[config.mk]
export PLATFORM = sky130hd
export DESIGN_NAME = ad9866_ctrl
export DESIGN_NICKNAME = d
export VERILOG_FILES = /design/src/rtl/ad9866_pkg.sv /design/src/rtl/ad9866_init_rom.sv /design/src/rtl/ad9866_ctrl.sv
export SDC_FILE = /design/constraint.sdc
export NUM_CORES = 1
export LEC_CHECK = 0
export ABC_AREA = 0
export CAP_MARGIN = 20
export CORE_MARGIN = 2
export CORE_UTILIZATION = 50
export CTS_CLUSTER_SIZE = 8
export DETAILED_ROUTE_END_ITERATION = 7
export GPL_TIMING_DRIVEN = 0
export PLACE_DENSITY_LB_ADDON = 0.1
export SLEW_MARGIN = 20
export SYNTH_ARGS = -nofsm -noshare
export SYNTH_HDL_FRONTEND = slang
export SYNTH_SLANG_ARGS = --single-unit
export TNS_END_PERCENT = 1
[constraint.sdc]
create_clock -name ad9866spiclk -period 3 [get_ports ad9866spiclk]
set_clock_uncertainty 0.05 [all_clocks]
set_input_delay 0.6 -clock ad9866spiclk [delete_from_list [all_inputs] [get_ports ad9866spiclk]]
set_output_delay 0.6 -clock ad9866spiclk [all_outputs]
set_load 0.05 [all_outputs]
[src/rtl/ad9866_pkg.sv]
// Shared definitions for the AD9866 control-port sequencer: FSM states,
// SPI frame layout, codec register addresses and the power-up register table.
package ad9866_pkg;

    typedef enum logic [2:0] {
        RST_HOLD,
        RST_WAIT,
        INIT_LOAD,
        SHIFT,
        GUARD,
        IDLE
    } state_e;

    localparam int FRAME_W = 16;
    localparam int RW_POS  = 15;
    localparam int ADDR_HI = 14;
    localparam int ADDR_LO = 9;
    localparam int DATA_HI = 7;

    localparam logic [5:0] ADDR_PWR_DN  = 6'h01;
    localparam logic [5:0] ADDR_CLK_CFG = 6'h04;
    localparam logic [5:0] ADDR_PGA     = 6'h09;
    localparam logic [5:0] ADDR_TX_GAIN = 6'h12;

    // Each entry is {addr[5:0], data[7:0]}, written in order after reset.
    localparam int INIT_TABLE_LEN = 8;
    localparam logic [13:0] INIT_TABLE [INIT_TABLE_LEN] = '{
        {ADDR_CLK_CFG, 8'h36},
        {ADDR_PWR_DN,  8'h00},
        {6'h06,        8'h1C},
        {6'h07,        8'h04},
        {6'h0D,        8'h41},
        {6'h0E,        8'h81},
        {ADDR_PGA,     8'h40},
        {ADDR_TX_GAIN, 8'h3F}
    };

    function automatic logic [FRAME_W-1:0] make_frame(input logic       rd,
                                                      input logic [5:0] addr,
                                                      input logic [7:0] data);
        logic [FRAME_W-1:0] f;
        f                  = '0;
        f[RW_POS]          = rd;
        f[ADDR_HI:ADDR_LO] = addr;
        if (!rd) f[DATA_HI:0] = data;
        return f;
    endfunction

endpackage

[src/rtl/ad9866_init_rom.sv]
// Combinational power-up register table: index -> {addr, data}.
// Entries beyond the built-in table read back as a write of 0x00 to address 0.
module ad9866_init_rom
    import ad9866_pkg::*;
#(
    parameter int INIT_LEN = 8,
    parameter int IDX_W    = 4
) (
    input  logic [IDX_W-1:0] index,
    output logic [5:0]       addr,
    output logic [7:0]       data
);

    logic [13:0] entry;

    always_comb begin
        // NOTE: every always_comb output gets a default first so no path can infer a latch.
        entry = '0;
        for (int i = 0; i < INIT_TABLE_LEN; i++) begin
            if (i < INIT_LEN && index == IDX_W'(i)) entry = INIT_TABLE[i];
        end
    end

    assign addr = entry[13:8];
    assign data = entry[7:0];

endmodule

[src/rtl/ad9866_ctrl.sv]
// AD9866 control-port sequencer: codec hardware reset, settle delay, init table
// write-out, then single register read/write commands over a 16-bit SPI frame.
module ad9866_ctrl
    import ad9866_pkg::*;
#(
    parameter int CLK_DIV     = 4,
    parameter int RST_CYCLES  = 64,
    parameter int WAIT_CYCLES = 1024,
    parameter int INIT_LEN    = 8
) (
    input  logic       ad9866spiclk,
    input  logic       rst_n,
    input  logic       reinit,
    input  logic       cmd_valid,
    output logic       cmd_ready,
    input  logic       cmd_rd,
    input  logic [5:0] cmd_addr,
    input  logic [7:0] cmd_data,
    output logic [7:0] rd_data,
    output logic       rd_valid,
    output logic       init_done,
    output logic       busy,
    output logic       ad9866_rst_n,
    output logic       ad9866_sclk,
    output logic       ad9866_sdio,
    input  logic       ad9866_sdo,
    output logic       ad9866_sen_n
);

    localparam int CNT_MAX = (RST_CYCLES > WAIT_CYCLES)
                           ? ((RST_CYCLES > 2 * CLK_DIV) ? RST_CYCLES : 2 * CLK_DIV)
                           : ((WAIT_CYCLES > 2 * CLK_DIV) ? WAIT_CYCLES : 2 * CLK_DIV);
    localparam int CNT_W = $clog2(CNT_MAX + 1);
    localparam int IDX_W = (INIT_LEN < 1) ? 1 : $clog2(INIT_LEN + 1);

    // INIT_LOAD takes one cycle, so RST_WAIT ends a cycle early when a table is
    // written; ad9866_rst_n is then high for exactly WAIT_CYCLES before SEN falls.
    localparam int WAIT_END = (INIT_LEN == 0) ? WAIT_CYCLES - 1
                            : ((WAIT_CYCLES > 1) ? WAIT_CYCLES - 2 : 0);

    localparam logic [CNT_W-1:0] RST_LAST   = CNT_W'(RST_CYCLES - 1);
    localparam logic [CNT_W-1:0] WAIT_LAST  = CNT_W'(WAIT_END);
    localparam logic [CNT_W-1:0] HALF       = CNT_W'(CLK_DIV);
    localparam logic [CNT_W-1:0] BIT_LAST   = CNT_W'(2 * CLK_DIV - 1);
    localparam logic [CNT_W-1:0] GUARD_LAST = CNT_W'(CLK_DIV - 1);
    localparam logic [IDX_W-1:0] IDX_END    = IDX_W'(INIT_LEN);

    state_e             state_q,     state_d;
    logic [CNT_W-1:0]   cnt_q,       cnt_d;
    logic [3:0]         bit_q,       bit_d;
    logic [IDX_W-1:0]   index_q,     index_d;
    logic [IDX_W-1:0]   idx_next;
    logic [FRAME_W-1:0] shreg_q,     shreg_d;
    logic               rd_op_q,     rd_op_d;
    logic               in_init_q,   in_init_d;
    logic [6:0]         rd_shift_q,  rd_shift_d;
    logic [7:0]         rd_data_q,   rd_data_d;
    logic               rd_valid_q,  rd_valid_d;
    logic               init_done_q, init_done_d;

    logic [5:0]         rom_addr;
    logic [7:0]         rom_data;

    ad9866_init_rom #(
        .INIT_LEN (INIT_LEN),
        .IDX_W    (IDX_W)
    ) u_rom (
        .index (index_q),
        .addr  (rom_addr),
        .data  (rom_data)
    );

    always_ff @(posedge ad9866spiclk or negedge rst_n) begin
        if (!rst_n) begin
            state_q     <= RST_HOLD;
            cnt_q       <= '0;
            bit_q       <= '0;
            index_q     <= '0;
            shreg_q     <= '0;
            rd_op_q     <= 1'b0;
            in_init_q   <= 1'b0;
            rd_shift_q  <= '0;
            rd_data_q   <= '0;
            rd_valid_q  <= 1'b0;
            init_done_q <= 1'b0;
        end else begin
            // NOTE: sequential state uses non-blocking assignments so every register
            // samples the pre-edge values regardless of statement order.
            state_q     <= state_d;
            cnt_q       <= cnt_d;
            bit_q       <= bit_d;
            index_q     <= index_d;
            shreg_q     <= shreg_d;
            rd_op_q     <= rd_op_d;
            in_init_q   <= in_init_d;
            rd_shift_q  <= rd_shift_d;
            rd_data_q   <= rd_data_d;
            rd_valid_q  <= rd_valid_d;
            init_done_q <= init_done_d;
        end
    end

    always_comb begin
        state_d     = state_q;
        cnt_d       = cnt_q + 1'b1;
        bit_d       = bit_q;
        index_d     = index_q;
        idx_next    = index_q + 1'b1;
        shreg_d     = shreg_q;
        rd_op_d     = rd_op_q;
        in_init_d   = in_init_q;
        rd_shift_d  = rd_shift_q;
        rd_data_d   = rd_data_q;
        rd_valid_d  = 1'b0;
        init_done_d = init_done_q;

        case (state_q)
            RST_HOLD: begin
                init_done_d = 1'b0;
                if (cnt_q == RST_LAST) begin
                    state_d = RST_WAIT;
                    cnt_d   = '0;
                end
            end

            RST_WAIT: begin
                if (cnt_q == WAIT_LAST) begin
                    cnt_d   = '0;
                    index_d = '0;
                    if (INIT_LEN == 0) begin
                        state_d     = IDLE;
                        init_done_d = 1'b1;
                    end else begin
                        state_d = INIT_LOAD;
                    end
                end
            end

            INIT_LOAD: begin
                shreg_d   = make_frame(1'b0, rom_addr, rom_data);
                rd_op_d   = 1'b0;
                in_init_d = 1'b1;
                bit_d     = '0;
                cnt_d     = '0;
                state_d   = SHIFT;
            end

            SHIFT: begin
                // Bit boundary is the last SCLK-high cycle: sample SDO, advance SDIO.
                if (cnt_q == BIT_LAST) begin
                    cnt_d   = '0;
                    shreg_d = {shreg_q[FRAME_W-2:0], 1'b0};
                    if (rd_op_q && bit_q >= 4'd8) rd_shift_d = {rd_shift_q[5:0], ad9866_sdo};
                    if (bit_q == 4'd15) begin
                        state_d = GUARD;
                        if (rd_op_q) begin
                            rd_data_d  = {rd_shift_q, ad9866_sdo};
                            rd_valid_d = 1'b1;
                        end
                    end else begin
                        bit_d = bit_q + 4'd1;
                    end
                end
            end

            GUARD: begin
                if (cnt_q == GUARD_LAST) begin
                    cnt_d = '0;
                    if (!in_init_q) begin
                        state_d = IDLE;
                    end else if (idx_next < IDX_END) begin
                        index_d = idx_next;
                        state_d = INIT_LOAD;
                    end else begin
                        index_d     = idx_next;
                        init_done_d = 1'b1;
                        state_d     = IDLE;
                    end
                end
            end

            IDLE: begin
                cnt_d = '0;
                if (reinit) begin
                    init_done_d = 1'b0;
                    state_d     = RST_HOLD;
                end else if (cmd_valid) begin
                    shreg_d   = make_frame(cmd_rd, cmd_addr, cmd_data);
                    rd_op_d   = cmd_rd;
                    in_init_d = 1'b0;
                    bit_d     = '0;
                    state_d   = SHIFT;
                end
            end

            default: begin
                state_d = RST_HOLD;
                cnt_d   = '0;
            end
        endcase
    end

    // Pins decode registered state only, so an async reset forces them at once.
    assign ad9866_rst_n = (state_q != RST_HOLD);
    assign ad9866_sen_n = (state_q != SHIFT);
    assign ad9866_sclk  = (state_q == SHIFT) && (cnt_q >= HALF);
    assign ad9866_sdio  = (state_q == SHIFT) && shreg_q[FRAME_W-1];

    assign cmd_ready = (state_q == IDLE);
    assign busy      = (state_q != IDLE);
    assign rd_data   = rd_data_q;
    assign rd_valid  = rd_valid_q;
    assign init_done = init_done_q;

endmodule
After elaboration in Yosys (flattened, before gate mapping)
Cells that the tools add are included.
{"block": "op_classes", "magnitude_cmp": 3, "muxes": 52, "n_reduce_logical": 18, "add_sub_neg": 3, "eq_ne": 31}
{"operator": "14-bit two-way mux", "count": 7}
{"operator": "11-bit two-way mux", "count": 5}
{"operator": "16-bit two-way mux", "count": 3}
{"operator": "16-bit one-hot mux with 3 select lines", "count": 1}
{"operator": "11-bit one-hot mux with 4 select lines", "count": 1}
{"operator": "4-bit two-way mux", "count": 7}
{"operator": "3-bit two-way mux", "count": 9}
{"operator": "2-bit inequality test (second input constant)", "count": 11}
{"operator": "3-bit one-hot mux with 6 select lines", "count": 1}
{"operator": "4-bit by 3-bit == test with 1-bit output (second input constant)", "count": 4}
{"operator": "1-bit two-way mux", "count": 12}
{"operator": "4-bit one-hot mux with 3 select lines", "count": 1}
{"operator": "4-bit AND reduction", "count": 3}
{"operator": "11-bit by 1-bit adder with 11-bit output (second input constant)", "count": 1}
{"operator": "11-bit by 10-bit == test with 1-bit output (second input constant)", "count": 1}
{"operator": "11-bit by 2-bit == test with 1-bit output (second input constant)", "count": 1}
{"operator": "11-bit by 3-bit == test with 1-bit output (second input constant)", "count": 1}
{"operator": "11-bit by 6-bit == test with 1-bit output (second input constant)", "count": 1}
{"operator": "11-bit by 3-bit greater-or-equal comparator with 1-bit output (second input constant)", "count": 1}
{"operator": "5-bit AND reduction", "count": 2}
{"operator": "3-bit nonzero test", "count": 3}
{"operator": "4-bit by 1-bit adder with 4-bit output (second input constant)", "count": 2}
{"operator": "4-bit by 2-bit == test with 1-bit output (second input constant)", "count": 2}
{"operator": "8-bit two-way mux", "count": 1}
{"operator": "18 further kinds", "count": 26}
{"block": "word_totals", "wordCells": 118, "output_inout_bits": 16, "ff_bits": 57, "inputBits": 20}

Depth between registers and ports, before layout
Gate-level depths: netlist (run 1).
{"block": "logic_depth", "depth_word": 10, "ltp_mapped": 8}

Hierarchy
Synthesis (run 1) repeated with hierarchy kept, for this count alone.
{"block": "hier_totals", "hier_cells": 310, "area_unflattened_um2": 3163.0}
{"mod": "ad9866_ctrl", "instances": 1, "area_per_inst_um2": 2972.9, "seq_area_each_um2": 1426.4, "cells_per_inst": 283}
{"mod": "ad9866_init_rom", "instances": 1, "area_per_inst_um2": 190.2, "seq_area_each_um2": 0.0, "cells_per_inst": 27}

Worst setup path before layout (run 1)
No wires, ideal clock.
{"block": "synth_path", "kind": "reg-to-output", "from": "register state_q[2]", "to": "output port ad9866_sclk", "required_ps": 2350, "stages_incl_launch_ff": 7, "n_path_buf": 3, "arrival_time_ps": 2112, "path_slack_ps": 238, "path_cell_list": "dfrtp_1 -> clkbuf_1 -> and3b_1 -> clkbuf_1 -> clkbuf_1 -> inv_2 -> nor2_1"}
{"block": "synth_via", "elab_chain_cells": 2}
{"item": "from (decl)", "line_no": "ad9866_ctrl.sv:48", "text": "state_e state_q, state_d;"}
{"item": "from (signal assigned)", "line_no": "ad9866_ctrl.sv:89", "text": "state_q <= state_d;"}
{"item": "3-bit by 2-bit == test with 1-bit output", "line_no": "ad9866_ctrl.sv:206", "text": "assign ad9866_sclk = (state_q == SHIFT) && (cnt_q >= HALF);"}
{"item": "1-bit logical AND", "line_no": "ad9866_ctrl.sv:206"}
{"item": "to (decl)", "line_no": "ad9866_ctrl.sv:24", "text": "output logic ad9866_sclk,"}
No other way between the ends.

Final worst setup path (run 1)
{"block": "layout_path", "from": "register state_q[2]", "to": "output port ad9866_sen_n"}
{"block": "layout_via", "elab_chain_cells": 1}
{"item": "3-bit by 2-bit inequality test with 1-bit output", "line_no": "ad9866_ctrl.sv:205", "text": "assign ad9866_sen_n = (state_q != SHIFT);"}
{"item": "to (decl)", "line_no": "ad9866_ctrl.sv:27", "text": "output logic ad9866_sen_n"}
No other way between the ends.

==> results of run 1 <==
final cells by class:
type                            count  area [sq um]  share of cell area [%]
Buffer                             19          82.6                    2.22
Clock buffer                        9           124                    3.33
Clock inverter                      7          80.1                    2.15
Inverter                           17          63.8                    1.71
Multi-Input combinational cell    222          1490                    40.0
Sequential cell                    57          1430                    38.3
Tap cell                           75          93.8                    2.52
Timing Repair Buffer               36           364                    9.77
repair_timing:
| action | CTS | global route |
|---|---|---|
| gates cloned | 0 | 0 |
| hold buffers | 0 | 0 |
| pin swaps | 0 | 0 |
| endpoints found under the setup margin | 4 | 5 |
| gates resized for setup | 12 | 10 |
| hold endpoints to repair | 0 | 0 |
layout by cell type (no fill, tap or decap), drive strengths merged, types with 5 or more instances in the layout:
cell and instances:
nor2 41, a221oi 6, a21oi 26, o21ai 12
inv 18, buf 6, xnor2 5, dfrtp 57
ha 10, clkbuf 26, nand2 10, mux2 19
nor3 7, or3 5, clkdlybuf4s50 29, a31oi 5
or4 5, xor2 5, a22oi 5, nand3 15
through the flow:
| stage | TNS (ns) | cell area [sq um] | total power [mW] | setup slack, ns |
|---|---|---|---|---|
| CTS | -0.0158 | 3730 | 3.10 | -0.0158 |
| detailed placement | -0.924 | 3520 | 2.36 | -0.576 |
| finish | 0 | 3720 | 3.09 | 0.141 |
| global route | 0 | 3720 | 3.32 | 0.00103 |
| global placement | -32.70 | 3500 | 2.33 | -0.562 |
| floorplan | 0 | 3060 | 1.99 | 0.238 |
worst paths after layout:
path,depth (start not counted),to,start
worst max-delay path,6,ad9866_sen_n,state_q[2]
worst min-delay path,1,rd_valid,rst_n
worst max register to register,5,state_q[1],cnt_q[8]
worst min register to register,1,rd_data[7],rd_shift_q[6]
max in group asynchronous,2,cnt_q[1],rst_n
min in group ad9866spiclk,1,rd_data[7],rd_shift_q[6]
cell families after synthesis:
group | synth area share, %
and+or+nand+nor | 18.3
xor gates and xnor gates | 2.87
AOI/OAI and AO/OA | 16.5
muxes | 7.00
adders and majority gates | 4.10
DFF | 46.7
buffers and inverters | 4.55
power groups by stage:
stage	sequential (mW)	combinational [mW]	clock, mW
finish	1.06	1.30	0.728
global placement	1.06	1.27	0
global route	1.08	1.46	0.786
floorplan	1.04	0.955	0
CTS	1.06	1.30	0.745
detailed placement	1.07	1.29	0
per-layer routing:
layer | part of all wire (%) | global-route usage, % | vias to the layer above
li1 | - | - | 1228
met1 | 48 | 33.1 | 1211
met2 | 47 | 37.1 | 57
met3 | 4.0 | 6.30 | 8
met4 | 1.2 | 6.17 | 0
met5 | 0 | 0 | -
flip-flops by register name (all words and copies together), names as in the netlist:
register	count
init_done	1
state_q	3
bit_q	4
cnt_q	11
shreg_q	16
rd_shift_q	7
index_q	4
in_init_q	1
rd_valid	1
rd_op_q	1
rd_data	8
==> results.txt, run 1 <==
The run finished with clean final reports. The max-slew violation total from the final report is 0. Setup repair after global routing left no endpoint under its margin. The initial standard-cell utilization of the core is 51.6%.

For the pin with the worst max-slew slack, the measured transition is 1.02 ns. For the cell count after synthesis, the log shows 315. The class of the tightest hold or removal check is in2async.

In this run, the combinational gates consume 42.2% of the power. After legalization and detailed placement, the total HPWL measured 5050 microns. Of the synthesized area, sequential elements account for 46.7%. IR analysis of the VDD net gives a maximum drop of 0.569 mV.

The share of cells above drive strength 1 was 10.1%. Dividing the detail-routed via count by the number of cells gives 5.67. The final estimated routing congestion in global placement was 0.899. The clock tree synthesis step divided the H-tree into 3 levels.

The worst setup path is captured at a primary output. In this run the static leakage power is 1.63 nW. The logs give 2.21 ns for the data arrival time of the worst path and 1.27 mW for the net load switching power. The distinct cell type count of the synthesized netlist was 47. For the core area, the log shows 0.00592 sq mm.

The maximum clock frequency was 0.350 GHz; the number of flops mapped to enable cells by yosys was 0. The logs give 0 for the number of endpoints with negative hold slack in the final report and 0 for the initial antenna violation count. After the first detailed-routing iteration, the DRC count stood at 159.

During I/O placement, the number of pins put on the boundary was 36. Broken down by cell family, the worst path's largest delay share belongs to buffers and inverters. The proportion of netlist area held by the largest area contributor works out to 46.7%. The number of buffers and inverters on the critical path is 5. A synthesized cell averages 9.70 sq um. Along the worst path, the maximum fanout reaches 10. The via count of the first global-routing pass was 2437. The run gives 0 as the number of setup violations in the final report. From left edge to right edge, the die measures 82.2 microns. Across all layers, the routed design uses 2504 vias. The largest total area in the synthesized netlist belongs to sky130_fd_sc_hd__dfrtp_1. Overall routing resource usage: 23.8%. The setup path with the least slack is of type reg2out. Post-route antenna net violation count: 0. The total grt overflow is 0, and the required time reported for the critical path endpoint is 2.35 ns.

The net count of the finished layout is 392. The first global-routing pass estimated 12000 microns of wire. TritonCTS built the clock tree.

Across all register-to-register paths, the minimum setup slack is 0.31 ns. Ranked by instance count, the synthesized netlist is headed by sky130_fd_sc_hd__dfrtp_1 (57), sky130_fd_sc_hd__nor2_1 (41), sky130_fd_sc_hd__a21oi_1 (26). Once layout is complete, the cells apart from fillers number 442. The final critical delay including setup and external delays was 2.86 ns; the cell area after technology mapping was 0.00306 sq mm. Registers are responsible for 34.3% of the overall power.

The run gives 57 as the number of sinks on the clock net. The async set or reset register ratio after synthesis works out to 100%. Among all cell types in the netlist, the one instantiated most often is sky130_fd_sc_hd__dfrtp_1.

The signal on the critical path passes through clkbuf_1 -> and3b_1 -> clkbuf_2 -> clkbuf_4 -> inv_2 -> clkdlybuf4s15_1. Max-cap violations in this run came to 0. For this design the ratio of total power to cell area is 829 mW/mm^2.

At the end of the flow the core is filled with cells to 62.9%. In this run, CTS created clock tree buffers numbering 9. 0 antenna diodes ended up in the layout. During placement, the flow inserted port buffers numbering 35. Of the available clock period, the critical path in the final layout requires 95.3%. The die is 82.2 microns tall. The share of total power dissipated in the clock network is 23.6%. At the later pin of the worst-skew pair, clock insertion delay measures 0.34 ns. Row generation in the floorplan step produced 28 rows. Clock tree root buffer cell: sky130_fd_sc_hd__clkbuf_8.

Number of warnings issued by yosys: 0. On the worst path, the slowest cell contributes a delay of 0.51 ns. Worst slew margin relative to its limit: 30.5%.

The number of nets handed over by synthesis was 345. The internal power of the cells totals 1.81 mW. The setup fix buffers added after clock tree synthesis was 0; the maximum number of pins on one net before global-route repair was 33. The switching power share of the total was 41.2%; the fill cell instance count of the final layout was 501. Average wire per cell in the routed design: 16.0 microns. Sum of routed wire length over all layers: 7080 microns. The maximum buffer depth of the clock tree is 2, and the layout overhead on the synthesized area is 21.9%. Across all hold checks on the routed design, the worst slack comes to 0.116 ns. Clock-pin slew was measured on the worst setup and hold paths at 0.07 ns. The most common flop cell mapped by yosys is sky130_fd_sc_hd__dfrtp_1.

Including well taps, the total number of placed cells is 426. In the routed design, unresolved DRC markers number 0. On the critical path, the stage with the largest delay is an instance of sky130_fd_sc_hd__clkdlybuf4s15_1. Kind of launch point of the worst setup path: a register.

The run gives 4 as the first-pass iteration count of the detailed router. Ranked by total cell area, the synthesized netlist is headed by sky130_fd_sc_hd__dfrtp_1 (47%), sky130_fd_sc_hd__mux2_1 (7.0%), sky130_fd_sc_hd__nor2_1 (5.0%). The register bit count reported by yosys came out at 57. The die covers 0.00675 sq mm.
(Power assumes the default switching activity.)
==> run 2: changes to the inputs <==
--- a/constraint.sdc
+++ b/constraint.sdc
@@ -3,3 +3,3 @@
 set_input_delay 0.6 -clock ad9866spiclk [delete_from_list [all_inputs] [get_ports ad9866spiclk]]
 set_output_delay 0.6 -clock ad9866spiclk [all_outputs]
-set_load 0.05 [all_outputs]
+set_load 0.1 [all_outputs]
==> run 2 against run 1 <==
Effect of this change: sequential power about the same; sequential cell count unchanged; register-to-register slack got worse by 0.04 ns; via count increased by 2.0%; critical endpoint is now ad9866_rst_n; die area unchanged.
==> results.txt, run 2 (synthesis gave the netlist of run 1 again) <==
The run finished with clean final reports. The number of instances in the placed design was 426 (unchanged); the maximum fanout along the worst path was 10 (unchanged). The logs give 0 (unchanged) for the number of endpoints with negative hold slack in the final report and 0 (unchanged) for the total grt overflow. The count of antenna diodes in the layout came out at 0 (unchanged). The number of setup violations in the final report is 0 (unchanged). The via count of the first global-routing pass is 2505 (+2.8%), and the internal power contribution is 1.81 mW (about the same). The static leakage came out at 1.63 nW (about the same). TritonCTS built the clock tree. The worst setup slack after layout came out at 0.117 ns (-0.0244 ns).

STA classifies the critical path endpoint as a primary output. The tools report the via count as 2553 (+2.0%). The register with the most flip-flops in the final layout is shreg_q.

The worst setup path category is reg2out. The clock latency reported for the late side of the worst-skew pair came out at 0.35 ns (about the same). The number of levels the H-tree was split into is 3 (unchanged), and the average vias per placed instance is 5.78 (+2.0%). Overall routing resource usage: 24.2% (+0.42 points). The logs give 28 (unchanged) for the number of rows created at floorplan and 9 (unchanged) for the number of buffers added by the clock tree synthesis step.

The area enclosed by the die boundary is 0.00675 sq mm (unchanged). The tools report the maximum number of pins on one net before global-route repair as 38 (+15%). The worst supply voltage drop on vdd is 0.617 mV (+8.3%), and the quantity of I/O buffers inserted on ports is 35 (unchanged).

Clock slew at the register clock pins of the worst setup and hold paths: 0.07 ns (about the same). The critical path goes through clkbuf_1 -> or3_1 -> clkdlybuf4s15_1. The number of cells traversed by the worst register-to-register path was 5 (unchanged). The worst register-to-register path begins at cnt_q[8]. The register area is 0.00143 sq mm (unchanged). Clock tree root buffer cell: sky130_fd_sc_hd__clkbuf_8. The average wire per cell in the routed design came out at 16.1 microns (+0.38%). The share of the clock period used by the worst path was 96.1% (+0.81 points); the share of cells above drive strength 1 was 10.6% (+0.54 points). The min-delay analysis places its worst path in the category in2async. The layout overhead on the synthesized area came out at 21.9% (about the same). In this run the worst setup path begins at state_q[0]. The switching power share of the total works out to 43.5% (+2.3 points). The power per standard cell area is 861 mW/mm^2 (+3.9%).

For the maximum buffer depth of the clock tree, the log shows 2 (unchanged). The DRC violation count after routing was 0 (unchanged). The post-route antenna net violation count is 0 (unchanged), and the required time reported for the critical path endpoint is 2.35 ns (about the same).

The core area was 0.00592 sq mm (unchanged). The number of buffers inserted by hold repair at cts is 0 (unchanged). The sum of routed wire length over all layers was 7110 microns (+0.38%); the share of total power in the clock network was 23.3% (-0.3 points). The final estimated routing congestion in global placement is 0.970 (+7.9%), and the critical path's largest stage delay is 0.73 ns (+0.22 ns). Combinational power share: 43.7% (+1.5 points). The run gives 442 (unchanged) as the final cell count without fillers. The tools report the first-pass iteration count of the detailed router as 7 (+3). The maximum clock frequency came out at 0.347 GHz (-0.85%). The number of maximum-capacitance constraint violations was 0 (unchanged); the total power of the final layout was 3.21 mW (+3.9%).

For the max-slew violation total from the final report, the log shows 0 (unchanged). Setup repair after global routing left no endpoint under its margin. The logs give 31.3% (+0.84 points) for the worst slew margin relative to its limit and 57 (unchanged) for the number of sinks on the clock net. For the area of combinational cells with multiple inputs, the log shows 0.00150 sq mm (+0.50%). The library cells used most frequently in the layout, excluding fill and tap cells, are sky130_fd_sc_hd__dfrtp_1 (57), sky130_fd_sc_hd__nor2_1 (40), sky130_fd_sc_hd__clkdlybuf4s50_1 (28), sky130_fd_sc_hd__a21oi_1 (26), sky130_fd_sc_hd__mux2_1 (19). The library cell used most frequently in the layout, excluding fill and tap cells, is sky130_fd_sc_hd__dfrtp_1.

The logs give 202 (+27%) for the iteration-0 DRC count of the detailed router and 33.0% (-1.3 points) for the part of the power in registers. The run gives 5090 microns (+0.77%) as the half-perimeter wire length after detailed placement. Standard cell with the maximum stage delay on the critical path: sky130_fd_sc_hd__clkdlybuf4s15_1. For the initial standard-cell utilization of the core, the log shows 51.6% (unchanged). The kind of launch point of the worst setup path was a register. The die extent in y is 82.2 microns (unchanged).

The logs give 0 (unchanged) for the initial antenna violation count and 1.39 mW (+9.6%) for the net load switching power. The pin slew with the least headroom to its limit works out to 1.00 ns (-0.0123 ns). The total negative slack is 0 ns (unchanged). The tools report the total I/O pin count as 36 (unchanged). The tools report the number of nets in the final layout as 392 (unchanged).

The data arrival time of the worst path came out at 2.23 ns (+0.02 ns). The run gives 509 (+1.6%) as the fill cell instance count of the final layout. The die boundary width was 82.2 microns (unchanged); the flip-flop count of the largest register after layout was 16 (unchanged). The final critical delay including setup and external delays was 2.88 ns (+0.0244 ns); the pre-CTS setup slack was -0.844 ns (-0.268 ns).

The worst-case register-to-register setup slack is 0.27 ns (-0.04 ns). The wire length of the first global-routing pass was 12200 microns (+2.0%). The worst register-to-register path ends at state_q[1].
-- run 2: changes by cell type in the layout (fill, tap and decap cells not counted) --
cell                              change
sky130_fd_sc_hd__buf_4                +1
sky130_fd_sc_hd__nor2_1               -1
sky130_fd_sc_hd__buf_2                +1
sky130_fd_sc_hd__clkdlybuf4s15_2      -1
sky130_fd_sc_hd__nor2_4               +1
sky130_fd_sc_hd__clkbuf_2             -1
sky130_fd_sc_hd__dlygate4sd2_1        +1
sky130_fd_sc_hd__clkdlybuf4s50_1      -1
sky130_fd_sc_hd__dlymetal6s2s_1       -1
sky130_fd_sc_hd__buf_6                +1
-- run 2: how the worst max path moves through the flow --
stage,depth (start not counted),to,slack (ns)
2_1_floorplan,6,ad9866_sdio,0.07
3_3_place_gp,7,ad9866_sdio,-0.86
3_5_place_dp,7,ad9866_sdio,-0.84
4_1_cts,6,ad9866_sen_n,0.03
5_1_grt,3,ad9866_rst_n,0.01
6_report,3,ad9866_rst_n,0.12
-- run 2: per-layer routing --
layer	share of wire, %	wire length (microns)	track usage (%)	up-vias
met5	0	0	0	-
met4	1.8	130	9.00	0
met3	5.1	362	5.87	13
met2	47	3350	37.1	78
met1	46	3260	33.4	1230
li1	-	-	-	1232
-- run 2: cell type report --
| class | instances | share of cell area (%) |
|---|---|---|
| Sequential cell | 57 | 38.3 |
| Tap cell | 75 | 2.52 |
| Multi-Input combinational cell | 222 | 40.2 |
| Clock inverter | 7 | 2.15 |
| Inverter | 17 | 1.71 |
| Buffer | 19 | 2.28 |
| Timing Repair Buffer | 36 | 9.54 |
| Clock buffer | 9 | 3.32 |
-- run 2: repair_timing --
action / in CTS / in global routing
setup buffers: 0 / 0
endpoints found under the setup margin: 6 / 6
gates resized for setup: 26 / 8
cloned: 0 / 0
hold endpoints to repair: 0 / 0
-- run 2: worst max-delay path: cells and delay by family, from the launching register on --
kind / cells / cell delay, ns
buffers and inverters: 2 / 0.99
DFF: 1 / 0.47
and+or+nand+nor: 1 / 0.42
-- run 2: power groups by stage --
stage | Combinational, mW | Clock (mW) | Sequential [mW]
finish | 1.40 | 0.749 | 1.06
global route | 1.55 | 0.809 | 1.08
CTS | 1.39 | 0.762 | 1.06
detailed placement | 1.39 | 0 | 1.07
global placement | 1.36 | 0 | 1.06
floorplan | 1.05 | 0 | 1.04
-- run 2: per-stage QoR --
step	cell area, sq um	hold slack [ns]	utilization, %
floorplan	3060	0.254	-
global placement	3510	0.417	59.2
detailed placement	3520	0.432	59.5
CTS	3720	0.0798	62.9
global route	3730	0.0836	62.9
finish	3730	0.0770	62.9
==> run 3: changes to the inputs <==
==> constraint.sdc (replaced) <==
create_clock -name ad9866spiclk -period 3 [get_ports ad9866spiclk]
set_clock_uncertainty 0.05 [all_clocks]
set_input_delay 0.45 -clock ad9866spiclk [delete_from_list [all_inputs] [get_ports ad9866spiclk]]
set_output_delay 0.45 -clock ad9866spiclk [all_outputs]
set_load 0.1 [all_outputs]
==> run 3 against run 2 <==
Effect of this change: via count up 0.74%; combinational power barely moved; sequential cell count unchanged; maximum frequency rose by 3.2%; worst hold slack better by 0.027 ns; largest cell class unchanged; critical path type unchanged.
==> results.txt, run 3 (synthesis gave the netlist of run 1 again) <==
The run finished with clean final reports. The overall routing resource usage is 23.5% (-0.75 points), and the final critical delay including setup and external delays is 2.79 ns (-0.0901 ns). The via count of the first global-routing pass is 2451 (-2.2%).

Critical register-to-register path endpoint: state_q[0]. Via count: 2572 (+0.74%). The average wire per cell in the routed design came out at 16.1 microns (+0.34%). The worst-case register-to-register setup slack is 0.28 ns (about the same). The most critical setup path has its endpoint at cmd_ready.

Setup repair after global routing left no endpoint under its margin. The logs give 0 (unchanged) for the total grt overflow and 502 (-1.4%) for the fill cell instance count of the final layout. The most common library cell in the layout ignoring fill and taps is sky130_fd_sc_hd__dfrtp_1. TritonCTS built the clock tree. The run gives 0 (unchanged) as the number of maximum-capacitance constraint violations. The worst setup path startpoint was state_q[2]. The maximum clock frequency is 0.358 GHz (+3.2%), and the die extent in y is 82.2 microns (unchanged).

The initial antenna violation count was 0 (unchanged); the wire length of the first global-routing pass was 11800 microns (-3.6%). The minimum hold slack is 0.104 ns (+0.0272 ns), and the average vias per placed instance is 5.86 (+1.4%). The type of destination of the critical path was a primary output. The iteration-0 DRC count of the detailed router is 157 (-22%). The setup fix buffers added after clock tree synthesis was 0 (unchanged); the number of nets in the final layout was 390 (-0.51%). The net load switching power came out at 1.34 mW (-3.8%). The tools report the area enclosed by the die boundary as 0.00675 sq mm (unchanged). The path class of the tightest hold or removal check is in2async. The kind of launch point of the worst setup path is a register.

Max-slew violation total from the final report: 0 (unchanged). CTS placed an instance of sky130_fd_sc_hd__clkbuf_8 at the clock tree root. Post-route antenna net violation count: 0 (unchanged). Worst setup path category: reg2out. The run gives 0 (unchanged) as the count of antenna diodes in the layout. The number of buffers added by the clock tree synthesis step was 9 (unchanged). The top cell types in the final layout, fill and taps aside, are sky130_fd_sc_hd__dfrtp_1 (57), sky130_fd_sc_hd__nor2_1 (40), sky130_fd_sc_hd__clkdlybuf4s50_1 (28), sky130_fd_sc_hd__a21oi_1 (26), sky130_fd_sc_hd__mux2_1 (19). The number of levels the H-tree was split into was 3 (unchanged). The worst register-to-register path begins at cnt_q[8]. The power per standard cell area was 873 mW/mm^2 (+1.4%). The run gives 57 (unchanged) as the number of sinks on the clock net.

For the maximum number of pins on one net before global-route repair, the log shows 58 (+53%). The maximum fanout along the worst path is 10 (unchanged), and the worst slew margin relative to its limit is 34.3% (+3.0 points). The data arrival time of the worst path was 2.29 ns (+0.06 ns). The flip-flop count of the largest register after layout is 16 (unchanged), and the share of total power in the clock network is 24.8% (+1.5 points). The logs give 0.34 ns (about the same) for the clock latency reported for the late side of the worst-skew pair and 28 (unchanged) for the number of rows created at floorplan. Core area: 0.00592 sq mm (unchanged). The internal power contribution came out at 1.89 mW (+4.5%). The largest register by flop count is shreg_q. The layout overhead on the synthesized area works out to 21.3%. The sum of routed wire length over all layers was 7080 microns (-0.34%). Required time reported for the critical path endpoint: 2.50 ns (+0.15 ns). The final core area utilization was 62.6% (-0.32 points); the share of the clock period used by the worst path was 93.1% (-3.0 points).

The quantity of I/O buffers inserted on ports was 35 (unchanged). The tools report the static leakage as 1.62 nW (-0.60%). The number of endpoints with negative hold slack in the final report is 0 (unchanged), and the number of setup violations in the final report is 0 (unchanged).

The share of cells above drive strength 1 was 9.89% (-0.74 points); the number of cells traversed by the worst register-to-register path was 5 (unchanged). The pin slew with the least headroom to its limit is 0.982 ns (-0.0220 ns), and the final estimated routing congestion in global placement is 0.961 (-0.91%). The clock slew at the register clock pins of the worst setup and hold paths was 0.07 ns (about the same). The run gives 36 (unchanged) as the total I/O pin count. The logs give 32.7% (-0.3 points) for the part of the power in registers and 4 (-3) for the first-pass iteration count of the detailed router.

Worst supply voltage drop on vdd: 0.731 mV (+19%). The tools report the combinational power share as 42.5% (-1.2 points). The maximum buffer depth of the clock tree was 2 (unchanged). The initial standard-cell utilization of the core is 51.6% (unchanged), and the die boundary width is 82.2 microns (unchanged). The DRC violation count after routing is 0 (unchanged). The tools report the half-perimeter wire length after detailed placement as 4930 microns (-3.0%).

The switching power share of the total was 41.4% (-2.0 points).
## run 3: cell types whose count changed in the layout (fill, tap and decap cells not counted), sizes merged
cell         delta
buf             -3
clkbuf          +1
clkinv          -2
bufinv          +1
inv             -1
dlygate4sd2     +1
## run 3: power groups by stage
stage                     Sequential, mW  Clock [mW]  Combinational (mW)
after floorplan                     1.04           0                1.05
after global placement              1.06           0                1.36
after detailed placement            1.07           0                1.38
after CTS                           1.05       0.817                1.37
after global routing                1.07       0.851                1.54
final                               1.06       0.802                1.37
## run 3: layout make-up
| class | instances | area [sq um] | area share, % |
|---|---|---|---|
| Clock buffer | 10 | 138 | 3.71 |
| Buffer | 18 | 73.8 | 1.99 |
| Clock inverter | 5 | 80.1 | 2.16 |
| Timing Repair Buffer | 35 | 337 | 9.08 |
| Multi-Input combinational cell | 222 | 1500 | 40.3 |
| Tap cell | 75 | 93.8 | 2.53 |
| Inverter | 17 | 63.8 | 1.72 |
| Sequential cell | 57 | 1430 | 38.5 |
## run 3: through the flow
step	instance area, sq um	TNS [ns]	setup WS, ns	power (mW)	cells
floorplan	3060	0	0.120	2.09	315
global placement	3500	-23.80	-0.718	2.42	425
detailed placement	3500	-1.49	-0.706	2.44	425
CTS	3710	-0.106	-0.106	3.24	440
global route	3710	0	0.0645	3.46	439
finish	3710	0	0.207	3.24	439
## run 3: repair_timing
action,4_1_cts,5_1_grt
pin swaps,0,0
hold buffers,0,0
setup endpoints to repair,6,4
resized for setup,20,6
gates cloned,0,0
## run 3: how the worst min path moves through the flow
stage                    endpoint  cells past startpoint
CTS                    rd_data[6]                      1
global route        rd_shift_q[4]                      1
global placement       rd_data[7]                      1
finish              rd_shift_q[4]                      1
detailed placement     rd_data[4]                      1
floorplan                bit_q[0]                      0
## run 3: critical path, stage by stage (launching register included)
cell                       delay [ns]
sky130_fd_sc_hd__dfrtp_1         0.33
sky130_fd_sc_hd__clkbuf_1        0.30
sky130_fd_sc_hd__and3b_1         0.21
sky130_fd_sc_hd__clkbuf_1        0.24
sky130_fd_sc_hd__clkbuf_1        0.42
sky130_fd_sc_hd__clkbuf_4        0.44
## run 3: routing by layer
metal	share of wire, %	GRT usage (%)	routed length (microns)
met1	46	32.7	3270
met2	46	34.9	3230
met3	5.6	4.24	398
met4	2.5	12.3	177
met5	0	0	0
